==> src/rtl/serial_subtractor_pkg.sv <==
// Shared constants for the bit-serial subtractor: default operand width
// and the two-state controller encoding.
package serial_subtractor_pkg;

    localparam int DEFAULT_WIDTH = 4;

    localparam logic [0:0] ST_IDLE = 1'b0;
    localparam logic [0:0] ST_RUN  = 1'b1;

endpackage

==> src/rtl/serial_subtractor_full_subtractor.sv <==
// One-bit full subtractor: d = x - y - bi, with borrow-out bo.
// Purely combinational so it can also be chained into a ripple subtractor.
module full_subtractor (
    input  logic x,
    input  logic y,
    input  logic bi,
    output logic d,
    output logic bo
);

    // Difference bit and borrow-out for a single bit position
    always_comb begin
        d  = x ^ y ^ bi;
        bo = (~x & y) | (~(x ^ y) & bi);
    end

endmodule

==> src/rtl/serial_subtractor.sv <==
// Bit-serial subtractor: computes a - b - bin one bit per clock, LSB first,
// behind a start/done handshake. Results are only updated on completion.
module serial_subtractor
    import serial_subtractor_pkg::*;
#(
    parameter int WIDTH = DEFAULT_WIDTH
) (
    input  logic             clk,
    input  logic             rst_n,
    input  logic             start,
    input  logic [WIDTH-1:0] a,
    input  logic [WIDTH-1:0] b,
    input  logic             bin,
    output logic             busy,
    output logic             done,
    output logic [WIDTH-1:0] diff,
    output logic             bout
);

    // The counter carries one spare bit so it can never wrap before WIDTH
    localparam int CW = $clog2(WIDTH) + 1;
    localparam logic [CW-1:0] LAST_BIT = CW'(WIDTH - 1);

    logic [0:0]       state;
    logic [WIDTH-1:0] a_sr;
    logic [WIDTH-1:0] b_sr;
    logic [WIDTH-1:0] res_sr;
    logic             br;
    logic [CW-1:0]    cnt;
    logic             bit_d;
    logic             bit_bo;
    logic [WIDTH-1:0] res_next;

    full_subtractor u_fs (
        .x  (a_sr[0]),
        .y  (b_sr[0]),
        .bi (br),
        .d  (bit_d),
        .bo (bit_bo)
    );

    // Result register as it will look once the current bit is shifted in
    always_comb begin
        res_next = {bit_d, res_sr[WIDTH-1:1]};
    end

    // Capture operands on start, then process one bit per clock until done
    always_ff @(posedge clk or negedge rst_n) begin
        if (!rst_n) begin
            state  <= ST_IDLE;
            a_sr   <= '0;
            b_sr   <= '0;
            res_sr <= '0;
            br     <= 1'b0;
            cnt    <= '0;
            busy   <= 1'b0;
            done   <= 1'b0;
            diff   <= '0;
            bout   <= 1'b0;
        end else begin
            done <= 1'b0;
            case (state)
                ST_IDLE: begin
                    if (start) begin
                        a_sr   <= a;
                        b_sr   <= b;
                        br     <= bin;
                        res_sr <= '0;
                        cnt    <= '0;
                        busy   <= 1'b1;
                        state  <= ST_RUN;
                    end
                end
                ST_RUN: begin
                    a_sr   <= a_sr >> 1;
                    b_sr   <= b_sr >> 1;
                    res_sr <= res_next;
                    br     <= bit_bo;
                    cnt    <= cnt + 1'b1;
                    if (cnt == LAST_BIT) begin
                        diff  <= res_next;
                        bout  <= bit_bo;
                        done  <= 1'b1;
                        busy  <= 1'b0;
                        state <= ST_IDLE;
                    end
                end
                default: begin
                    state <= ST_IDLE;
                    busy  <= 1'b0;
                end
            endcase
        end
    end

endmodule

==> config.mk <==
export PLATFORM = sky130hd
export DESIGN_NAME = serial_subtractor
export DESIGN_NICKNAME = d
export VERILOG_FILES = /design/src/rtl/serial_subtractor_pkg.sv /design/src/rtl/serial_subtractor_full_subtractor.sv /design/src/rtl/serial_subtractor.sv
export SDC_FILE = /design/constraint.sdc
export NUM_CORES = 1
export LEC_CHECK = 0
export CORE_UTILIZATION = 40
export DETAILED_ROUTE_END_ITERATION = 10
export DONT_BUFFER_PORTS = 1
export PLACE_DENSITY_LB_ADDON = 0.2
export SYNTH_ARGS = -nofsm -noshare
export SYNTH_HDL_FRONTEND = slang
export SYNTH_SLANG_ARGS = --single-unit
==> constraint.sdc <==
create_clock -name clk -period 1.3 [get_ports clk]
set_input_delay 0.13 -clock clk [delete_from_list [all_inputs] [get_ports clk]]
set_output_delay 0.13 -clock clk [all_outputs]
set_load 0.05 [all_outputs]
; ---- Yosys cells after proc, flatten, opt, wreduce, memory -nomap -nowiden
; Cells that the tools add are included.
[word_totals]
regBits = 24
inputBits = 12
out_inout_bits = 7
wordCells = 42
[classes]
addsub = 1
n_eq_ne = 3
mux = 18
n_bitwise = 8
reduce_logical = 2
[op_table]
columns = cell, n
row1 = $pmux 4 s2, 3
row2 = $mux 4, 3
row3 = $mux 1, 7
row4 = $pmux 1 s2, 3
row5 = $pmux 3 s2, 1
row6 = $reduce_and 2->1, 2
row7 = $add 3x1->3 const B, 1
row8 = $eq 3x2->1 const B, 1
row9 = $mux 3, 1
row10 = $not 1->1, 3
row11 = $and 1x1->1, 2
row12 = $ne 2x1->1 const B, 1
row13 = $ne 2x2->1 const B, 1
row14 = $xor 1x1->1, 2
row15 = $or 1x1->1, 1

; ---- Longest topological paths before layout
; Gate-level depths: netlist of the first run.
[logic_depth]
depth_word = 5
mapped_depth = 4
ltp_nobuf = 4

; ---- Cells and area by module
; A second synthesis of the first run with hierarchy kept.
[unflattened]
cells_unflattened = 79
area_unflattened_um2 = 998.5
[by_module_without_submodules]
columns = mod, n_inst, cells_each, area_each_um2, seq_area_each_um2
row1 = serial_subtractor, 1, 75, 967.2, 575.6
row2 = full_subtractor, 1, 4, 31.3, 0.0

; ---- Least setup slack after synthesis of the first run
; OpenSTA, ideal clock, no wires.
[synth_timing]
kind = reg2reg
startpoint = reg cnt[0]
endpoint = reg diff[0]
setup_ps = 125
arrival_time_ps = 1202
required_ps = 1175
path_slack_ps = -27
stages_incl_launch_ff = 5
path_buffers = 0
synth_period_minus_slack_ps = 1327
cell_sequence = dfrtp_1 ha_1 ha_1 nand2_4 mux2_4
[synth_via]
elab_chain_cells = 2
[synth_lines]
columns = element, line_no
row1 = start: declaration, serial_subtractor.sv:29  ; logic [CW-1:0] cnt;
row2 = start signal: assignment, serial_subtractor.sv:79  ; cnt <= cnt + 1'b1;
row3 = $eq 3x2->1, serial_subtractor.sv:80  ; if (cnt == LAST_BIT) begin
row4 = $reduce_and 2->1 (no line), --
row5 = end signal: assignment, serial_subtractor.sv:81  ; diff <= res_next;
row6 = end: declaration, serial_subtractor.sv:16  ; output logic [WIDTH-1:0] diff,
; Every way passes these cells.
; A chain may end at the register's enable or synchronous reset.

; ---- Worst setup path in the final report of the first run
[layout_timing]
startpoint = reg b_sr[0]
endpoint = reg diff[3]
[layout_via]
elab_chain_cells = 2
[layout_lines]
columns = element, line_no
row1 = start: declaration, serial_subtractor.sv:26  ; logic [WIDTH-1:0] b_sr;
row2 = start signal: assignment, serial_subtractor.sv:76  ; b_sr <= b_sr >> 1;
row3 = $xor 1x1->1 (2 in a row), serial_subtractor_full_subtractor.sv:13  ; d = x ^ y ^ bi;
row4 = named net bit_d, serial_subtractor.sv:30  ; logic bit_d;
; The timed path passes the listed nets, and every way through them passes these cells.

==> results of run 1 <==
-- path summary, 6_finish.rpt --
check | from | end | slack (ns) | depth (start not counted)
max | b_sr[0]$_DFFE_PN0P_ | diff[3]$_DFFE_PN0P_ | 0.01 | 3
min | a[1] | a_sr[1]$_DFFE_PN0P_ | 0.01 | 2
max reg2reg | b_sr[0]$_DFFE_PN0P_ | diff[3]$_DFFE_PN0P_ | 0.01 | 3
min reg2reg | b_sr[1]$_DFFE_PN0P_ | b_sr[0]$_DFFE_PN0P_ | 0.51 | 2
max in group asynchronous | rst_n | cnt[0]$_DFFE_PN0P_ | 0.27 | 1
min in group asynchronous | rst_n | diff[1]$_DFFE_PN0P_ | 0.43 | 1
-- registers in the layout, summed over array words and instances (netlist names) --
signal	cells
state	1
busy	1
bout	1
res_sr	3
diff	4
done	1
a_sr	4
b_sr	4
br	1
cnt	3
-- where the power goes --
group	total, W	switching [W]	internal [W]
Clock	0.000321	0.000202	0.000120
Sequential	0.00130	0.000276	0.00103
Combinational	0.00154	0.000776	0.000764
-- stage by stage --
stage               worst slack [ns]  hold slack [ns]  util, %
CTS                          0.00647          0.00135     51.5
global placement             0.00558           -0.165     47.3
global route                 -0.0203          0.00689     52.9
finish                        0.0133           0.0105     52.9
floorplan                     0.0184           -0.166        -
detailed placement           -0.0173           -0.165     47.3
-- per-layer routing --
| layer | share of wire [%] | up-vias | wire length [um] | GRT usage (%) |
|---|---|---|---|---|
| met5 | 0 | - | 0 | 0 |
| met4 | 0 | 0 | 0 | 2.63 |
| met3 | 6.1 | 0 | 101 | 6.67 |
| met2 | 46 | 17 | 755 | 23.5 |
| met1 | 48 | 300 | 786 | 18.1 |
| li1 | - | 301 | - | - |
-- worst max-delay path: cells and delay by family (launching register included) --
| kind | cells | cell delay [ns] |
|---|---|---|
| multiplexers | 1 | 0.28 |
| adder cells (fa/ha/maj) | 1 | 0.49 |
| buffers and inverters | 1 | 0.05 |
| flip-flops | 1 | 0.38 |
-- placed cells by master, fill, tap and decap left out, drive strengths merged --
cell type / count
mux2i: 11
a21oi: 1
fa: 1
dfrtp: 23
o21ai: 6
nand2: 7
clkbuf: 4
inv: 7
nor2: 4
buf: 13
dlygate4sd3: 5
ha: 3
mux2: 5
o22ai: 1
a22o: 5
-- cell families (layout without fill, tap and decap cells) --
logic type | Yosys count | in the layout | share of synthesized area [%]
AO/OA/AOI/OAI | 13 | 13 | 8.42
adder cells (fa/ha/maj) | 4 | 4 | 5.69
buffers and inverters | 11 | 29 | 5.45
flip-flops | 23 | 23 | 56.9
multiplexers | 16 | 16 | 17.9
AND/OR/NAND/NOR | 11 | 11 | 5.57
-- layout make-up --
class                      instances  share of cell area (%)
sequential                        23                    47.3
tap                               28                    2.88
clock buffer                       4                    2.16
timing repair buffer              18                    12.1
inverter                           7                    2.16
multi-input combinational         44                    33.3
-- what timing repair did --
action	4_1_cts	5_1_grt
setup endpoints to repair	4	5
gates resized for setup	2	2
setup buffers	1	3
hold buffers	5	0
pin swaps	1	2
gates cloned	0	0
hold endpoints to repair	26	0
==> impl_metrics.tcl, run 1 <==
set metrics [dict create \
    totalNegativeSetupSlack_ns 0 \
    path_class "register to register" \
    dieWidth_um 52.3 \
    htree_levels 1 \
    hold_path.class "primary input to register" \
    cts_inserted_buffers 3 \
    endpoint_kind "register" \
    firstDrtPassIters 3 \
    status "finished clean" \
    critPathArrivalTime_ns 1.49 \
    fp.dieH_um 52.3 \
    synthArstFlopShare_pct 100 \
    fin_total_pwr_w 0.00316 \
    final_max_slew_viol_count 0 \
    netlist_top_cells_area "dfrtp_1 (57%), mux2i_1 (11%), mux2_4 (5.9%), a22o_1 (4.3%), ha_1 (3.7%)" \
    grt_start_max_net_pins 24 \
    path_clk_slew_ns 0.12 \
    ys_seq_elements 23 \
    grt_overflow 0 \
    syn_nets 94 \
    synth_flop_cell "dfrtp_1" \
    insertion_delay_ns 0.30 \
    antennaDiodeCount 0 \
    cp_cell_sequence "inv_2, fa_1, mux2_4" \
    tightestPinTransition_ns 0.998 \
    wire_per_inst_um 13.3 \
    relSlewSlack_pct 33.3 \
    ys_seq_area_share_pct 56.9 \
    synth_cell_types 18 \
    period_needed_ns 1.29 \
    synth-edff-count 0 \
    io_buffers 0 \
    fin_skew_ns 0.00304 \
    stdcell_count 124 \
    start_util_pct 44.0 \
    cts_tree "yes" \
    power_density_mw_per_mm2 2600 \
    dieArea_mm2 0.00273 \
    num-fill-cells 204 \
    setup_viol_count_final 0 \
    vias_per_cell 4.98 \
    yosysWarnings 0 \
    yosysTopAreaCell "dfrtp_1" \
    critPathRequiredTime_ns 1.50 \
    slowest_delay_ns 0.49 \
    dp_hpwl_um 1090 \
    rows 17 \
    grt_pass1_vias 633 \
    placed_cells 111 \
    drc 0 \
    multi_input_area_um2 405 \
    start_kind "register" \
    syn_inst 78 \
    synth.most_common_cell "dfrtp_1" \
    core_mm2 0.00230 \
    drt_iter0_markers 3 \
    p_leak_nw 0.610 \
    cts_root_buf "clkbuf_4" \
    place_area_mm2 0.00109 \
    cts.path.max_buffers 2 \
    maxCapViolCount 0 \
    wirelength_um 1640 \
    peakVddDrop_mv 1.31 \
    antenna_found_initial 0 \
    synth_area_mm2 0.00101 \
    synth_common_cells "dfrtp_1 (23), mux2i_1 (11), inv_1 (7), nand2_1 (6), o21ai_1 (6)" \
    nets 113 \
    grt_pass1_wl_um 2840 \
    syn_to_final_growth_pct 20.3 \
    final_area_mm2 0.00122 \
    ant_nets 0 \
    cp_max_fo 2 \
    rsz0062_at_grt "true" \
    grt_util_all_layers_pct 14.6 \
    min_period_over_period_pct 99.0 \
    synth_top_area_share_pct 56.9 \
    slowest_stage "fa_1" \
    io_pins 19 \
    synth_area_per_cell_um2 13.0 \
    place.gp.congestion 0.663 \
    fmax_mhz 777 \
    final_hold_viol_count 0 \
    vias 618 \
    drive_gt1_share_pct 27.1 \
    cts_sinks 23 \
    final-seq-area_um2 576 \
]
(Power assumes the default switching activity.)
==> run 2: changes to the inputs <==
- CORE_UTILIZATION: 40 -> 57
- CTS_BUF_LIST: not set -> sky130_fd_sc_hd__clkbuf_2 sky130_fd_sc_hd__clkbuf_4 sky130_fd_sc_hd__clkbuf_8
==> run 2 against run 1 <==
  * Worst hold slack worse by 0.0033 ns
  * Final cell count down 8.1%
  * Sequential share of layout area up 0.15 points
  * Die area down 29%
  * Sequential power about the same
  * Combinational power about the same
  * Clock skew about the same
  * First-iteration DRC count rose to 3.3 times the previous value
  * Total power up 1.8%
  * Wire length up 6.3%
  * The flow now finishes with violations (design-rule violations)
  * Core utilization up 24 points
  * Critical path depth up 1
==> impl_metrics.tcl, run 2 (synthesis gave the netlist of run 1 again) <==
set metrics [dict create \
    status "finished, violations left" \
    violations "design-rule violations" \
    critPathArrivalTime_ns 1.50 \
    io_pins 19 \
    maxCapViolCount 0 \
    reg_top3 "a_sr: 4 flops, b_sr: 4 flops, diff: 4 flops" \
    core_mm2 0.00158 \
    cts.path.max_buffers 2 \
    io_buffers 0 \
    vias_per_cell 5.56 \
    final_max_slew_viol_count 0 \
    final_common_cell "dfrtp_1" \
    path_class "register to register" \
    vias 634 \
    num-fill-cells 105 \
    drive_gt1_share_pct 29.6 \
    dp_hpwl_um 1110 \
    hold_slack_ns 0.00719 \
    antenna_found_initial 0 \
    endpoint_kind "register" \
    wirelength_um 1750 \
    placed_cells 99 \
    fp.dieH_um 44.1 \
    final_hold_viol_count 0 \
    totalNegativeSetupSlack_ns 0 \
    critPathRequiredTime_ns 1.51 \
    grt_util_all_layers_pct 21.0 \
    ant_nets 0 \
    rsz0062_at_grt "true" \
    p_leak_nw 0.619 \
    min_period_over_period_pct 99.7 \
    htree_levels 1 \
    start_kind "register" \
    layout_common_cells "dfrtp_1 (23), buf_4 (14), mux2i_1 (11)" \
    insertion_delay_ns 0.31 \
    cts_sinks 23 \
    tightestPinTransition_ns 0.994 \
    cp_max_fo 6 \
    nets 115 \
    path_clk_slew_ns 0.12 \
    antennaDiodeCount 0 \
    power_density_mw_per_mm2 2660 \
    fmax_mhz 771 \
    fin_skew_ns 0.00296 \
    drc 1 \
    setup_viol_count_final 0 \
    cts_root_buf "clkbuf_4" \
    rows 14 \
    firstDrtPassIters 9 \
    grt_pass1_vias 666 \
    grt_overflow 0 \
    peakVddDrop_mv 1.62 \
    grt_start_max_net_pins 24 \
    start_util_pct 64.1 \
    hold_path.class "primary input to register" \
    syn_to_final_growth_pct 19.9 \
    fin_total_pwr_w 0.00322 \
    cts_tree "yes" \
    dieArea_mm2 0.00195 \
    place.gp.congestion 0.734 \
    cts_inserted_buffers 3 \
    relSlewSlack_pct 33.5 \
    final_area_mm2 0.00121 \
    grt_pass1_wl_um 2920 \
    stdcell_count 114 \
    place_area_mm2 0.00107 \
    period_needed_ns 1.30 \
    dieWidth_um 44.1 \
    drt_iter0_markers 10 \
    wire_per_inst_um 15.3 \
]
-- run 2: cell types whose count changed in the layout (fill, tap and decap cells not counted), sizes merged --
| cell | change |
|---|---|
| buf | +1 |
| dlygate4sd3 | +1 |
-- run 2: what timing repair did --
item	4_1_cts	5_1_grt
endpoints found under the setup margin	5	5
hold buffers	6	0
pin swaps	0	1
resized for setup	2	2
hold endpoints to repair	26	0
setup buffers	1	4
-- run 2: power breakdown --
group | internal [W] | leakage (nW) | switching (W)
clock network | 0.000141 | 0.0184 | 0.000211
logic | 0.000768 | 0.312 | 0.000799
registers | 0.00103 | 0.289 | 0.000276
-- run 2: through the flow --
stage	setup WS, ns	util [%]
after CTS	0.00502	75.0
after detailed placement	-0.0326	68.0
after global placement	0.00518	68.0
after global routing	-0.0392	76.9
after floorplan	0.0184	-
final	0.00347	76.9
-- run 2: cell type report --
cell class | instances | area [um^2] | area share, %
multi-input combinational | 44 | 395 | 32.6
inverter | 7 | 26.3 | 2.17
clock buffer | 4 | 30.0 | 2.48
tap | 16 | 20.0 | 1.65
timing repair buffer | 20 | 165 | 13.6
sequential | 23 | 576 | 47.5
-- run 2: worst paths after layout --
check                                    start                   to  slack, ns  cells after the start
max in group asynchronous                rst_n  a_sr[2]$_DFFE_PN0P_       0.28                      1
setup reg to reg            cnt[1]$_DFFE_PN0P_  diff[1]$_DFFE_PN0P_      0.003                      4
setup / recovery            cnt[1]$_DFFE_PN0P_  diff[1]$_DFFE_PN0P_      0.003                      4
hold reg to reg            b_sr[1]$_DFFE_PN0P_  b_sr[0]$_DFFE_PN0P_       0.51                      2
hold / removal                            b[1]  b_sr[1]$_DFFE_PN0P_      0.007                      2
min in group asynchronous                rst_n   cnt[0]$_DFFE_PN0P_       0.42                      1
-- run 2: layer usage --
metal	wire (um)	GRT usage, %	part of all wire (%)
met2	856	36.2	49
met4	27	11.5	1.5
met3	95	2.86	5.4
met5	0	0	0
met1	767	25.4	44
-- run 2: worst max-delay path, stage by stage (launching register included) --
cell and delay (ns):
dfrtp_1 0.41, ha_2 0.21, ha_4 0.17, nand2_4 0.10, mux2_4 0.31
==> run 3: changes to the inputs <==
- CORE_UTILIZATION: 57 -> 62
- clock period: 1.3 -> 1.5 ns (I/O delays scaled with it)
==> run 3 against run 2 <==
  * The flow now finishes without violations
  * Sequential share of layout area increased by 4.5 points
  * Sequential cell count is the same
  * First-iteration DRC count is 50% lower
  * Critical path depth stayed put
  * Global-route usage decreased by 1.5 points
  * Critical endpoint is now diff[3]$_DFFE_PN0P_
  * Highest routed layer unchanged
==> impl_metrics.tcl, run 3 (synthesis gave the netlist of run 1 again) <==
set metrics [dict create \
    multi_input_area_um2 380 \
    fp.dieH_um 42.4 \
    setup_viol_count_final 0 \
    drt_iter0_markers 5 \
    path_clk_slew_ns 0.12 \
    p_leak_nw 0.572 \
    wirelength_um 1450 \
    drive_gt1_share_pct 19.5 \
    min_period_over_period_pct 91.7 \
    busiest_layer "met2" \
    grt_pass1_wl_um 2550 \
    grt_util_all_layers_pct 19.5 \
    io_buffers 0 \
    path_class "register to register" \
    reg_top3 "a_sr: 4 flops, b_sr: 4 flops, diff: 4 flops" \
    drc 0 \
    totalNegativeSetupSlack_ns 0 \
    endpoint_kind "register" \
    r2r_slack_ns 0.12 \
    maxCapViolCount 0 \
    wire_per_inst_um 14.0 \
    cp_max_fo 6 \
    grt_start_max_net_pins 24 \
    cts_tree "yes" \
    dieArea_mm2 0.00180 \
    fin_skew_ns 0.00517 \
    ant_nets 0 \
    peakVddDrop_mv 1.28 \
    final-seq-area_um2 576 \
    dp_hpwl_um 1000 \
    place.gp.congestion 0.688 \
    postCtsHoldBufs 2 \
    power_density_mw_per_mm2 2320 \
    htree_levels 1 \
    antenna_found_initial 0 \
    insertion_delay_ns 0.31 \
    firstDrtPassIters 4 \
    cts_resized 0 \
    relSlewSlack_pct 34.6 \
    fin_total_pwr_w 0.00256 \
    grt_pass1_vias 610 \
    cts_root_buf "clkbuf_4" \
    syn_to_final_growth_pct 9.53 \
    fmax_mhz 727 \
    vias 575 \
    critPathRequiredTime_ns 1.71 \
    tightestPinTransition_ns 0.978 \
    final_hold_viol_count 0 \
    status "finished clean" \
    num-fill-cells 102 \
    final_util_pct 73.5 \
    global_route.usage.met1_pct 24.5 \
    postCtsSetupBuffers 0 \
    final_common_cell "dfrtp_1" \
    hold_slack_ns 0.00259 \
    cts_inserted_buffers 3 \
    hold_path.class "primary input to register" \
    period_needed_ns 1.38 \
    nets 104 \
    rows 14 \
    antennaDiodeCount 0 \
    core_mm2 0.00151 \
    start_util_pct 67.1 \
    dieWidth_um 42.4 \
    start_kind "register" \
    io_pins 19 \
    layout_common_cells "dfrtp_1 (23), mux2i_1 (11), inv_1 (7)" \
    cts.path.max_buffers 2 \
    final_max_slew_viol_count 0 \
    vias_per_cell 5.58 \
    grt_overflow 0 \
    grt_util_met2_pct 32.3 \
    final_area_mm2 0.00111 \
    place_area_mm2 0.00105 \
    rsz0062_at_grt "false" \
    cts_sinks 23 \
    critPathArrivalTime_ns 1.59 \
    grt_util_met3_pct 2.59 \
]
-- run 3: cell types whose count changed in the layout (fill, tap and decap cells not counted), sizes merged --
cell         delta
dlygate4sd3     -3
buf             -8
-- run 3: power by group --
group | internal, W | total (W) | switching, W
clock | 0.000122 | 0.000300 | 0.000178
combinational | 0.000519 | 0.00108 | 0.000564
sequential | 0.000889 | 0.00118 | 0.000293
total | 0.00153 | 0.00256 | 0.00103
-- run 3: worst paths after layout --
check / cells past startpoint / start / endpoint
max in group asynchronous: 1 / rst_n / a_sr[3]$_DFFE_PN0P_
worst min-delay path: 2 / start / b_sr[3]$_DFFE_PN0P_
worst max-delay path: 4 / cnt[0]$_DFFE_PN0P_ / diff[3]$_DFFE_PN0P_
worst max register to register: 4 / cnt[0]$_DFFE_PN0P_ / diff[3]$_DFFE_PN0P_
min in group asynchronous: 1 / rst_n / done$_DFF_PN0_
worst min register to register: 2 / a_sr[1]$_DFFE_PN0P_ / a_sr[0]$_DFFE_PN0P_
-- run 3: per-stage QoR --
step | setup slack (ns) | std cells
finish | 0.124 | 103
global route | 0.0692 | 103
CTS | 0.116 | 102
detailed placement | 0.131 | 96
global placement | 0.153 | 96
floorplan | 0.173 | 78
-- run 3: layout make-up --
| cell class | instances | share of cell area, % |
|---|---|---|
| Inverter | 7 | 2.37 |
| Clock buffer | 4 | 2.71 |
| Tap cell | 16 | 1.81 |
| Timing Repair Buffer | 9 | 6.78 |
| Multi-Input combinational cell | 44 | 34.4 |
| Sequential cell | 23 | 52.0 |
-- run 3: critical path, stage by stage, from the launching register on --
cell	delay, ns
dfrtp_1	0.40
ha_1	0.22
ha_1	0.22
nand2_4	0.13
mux2_4	0.31
-- run 3: routing by layer --
| layer | part of all wire [%] | wire length (um) |
|---|---|---|
| met5 | 0 | 0 |
| met4 | 2.4 | 34 |
| met1 | 46 | 662 |
| met3 | 3.1 | 45 |
| met2 | 49 | 704 |
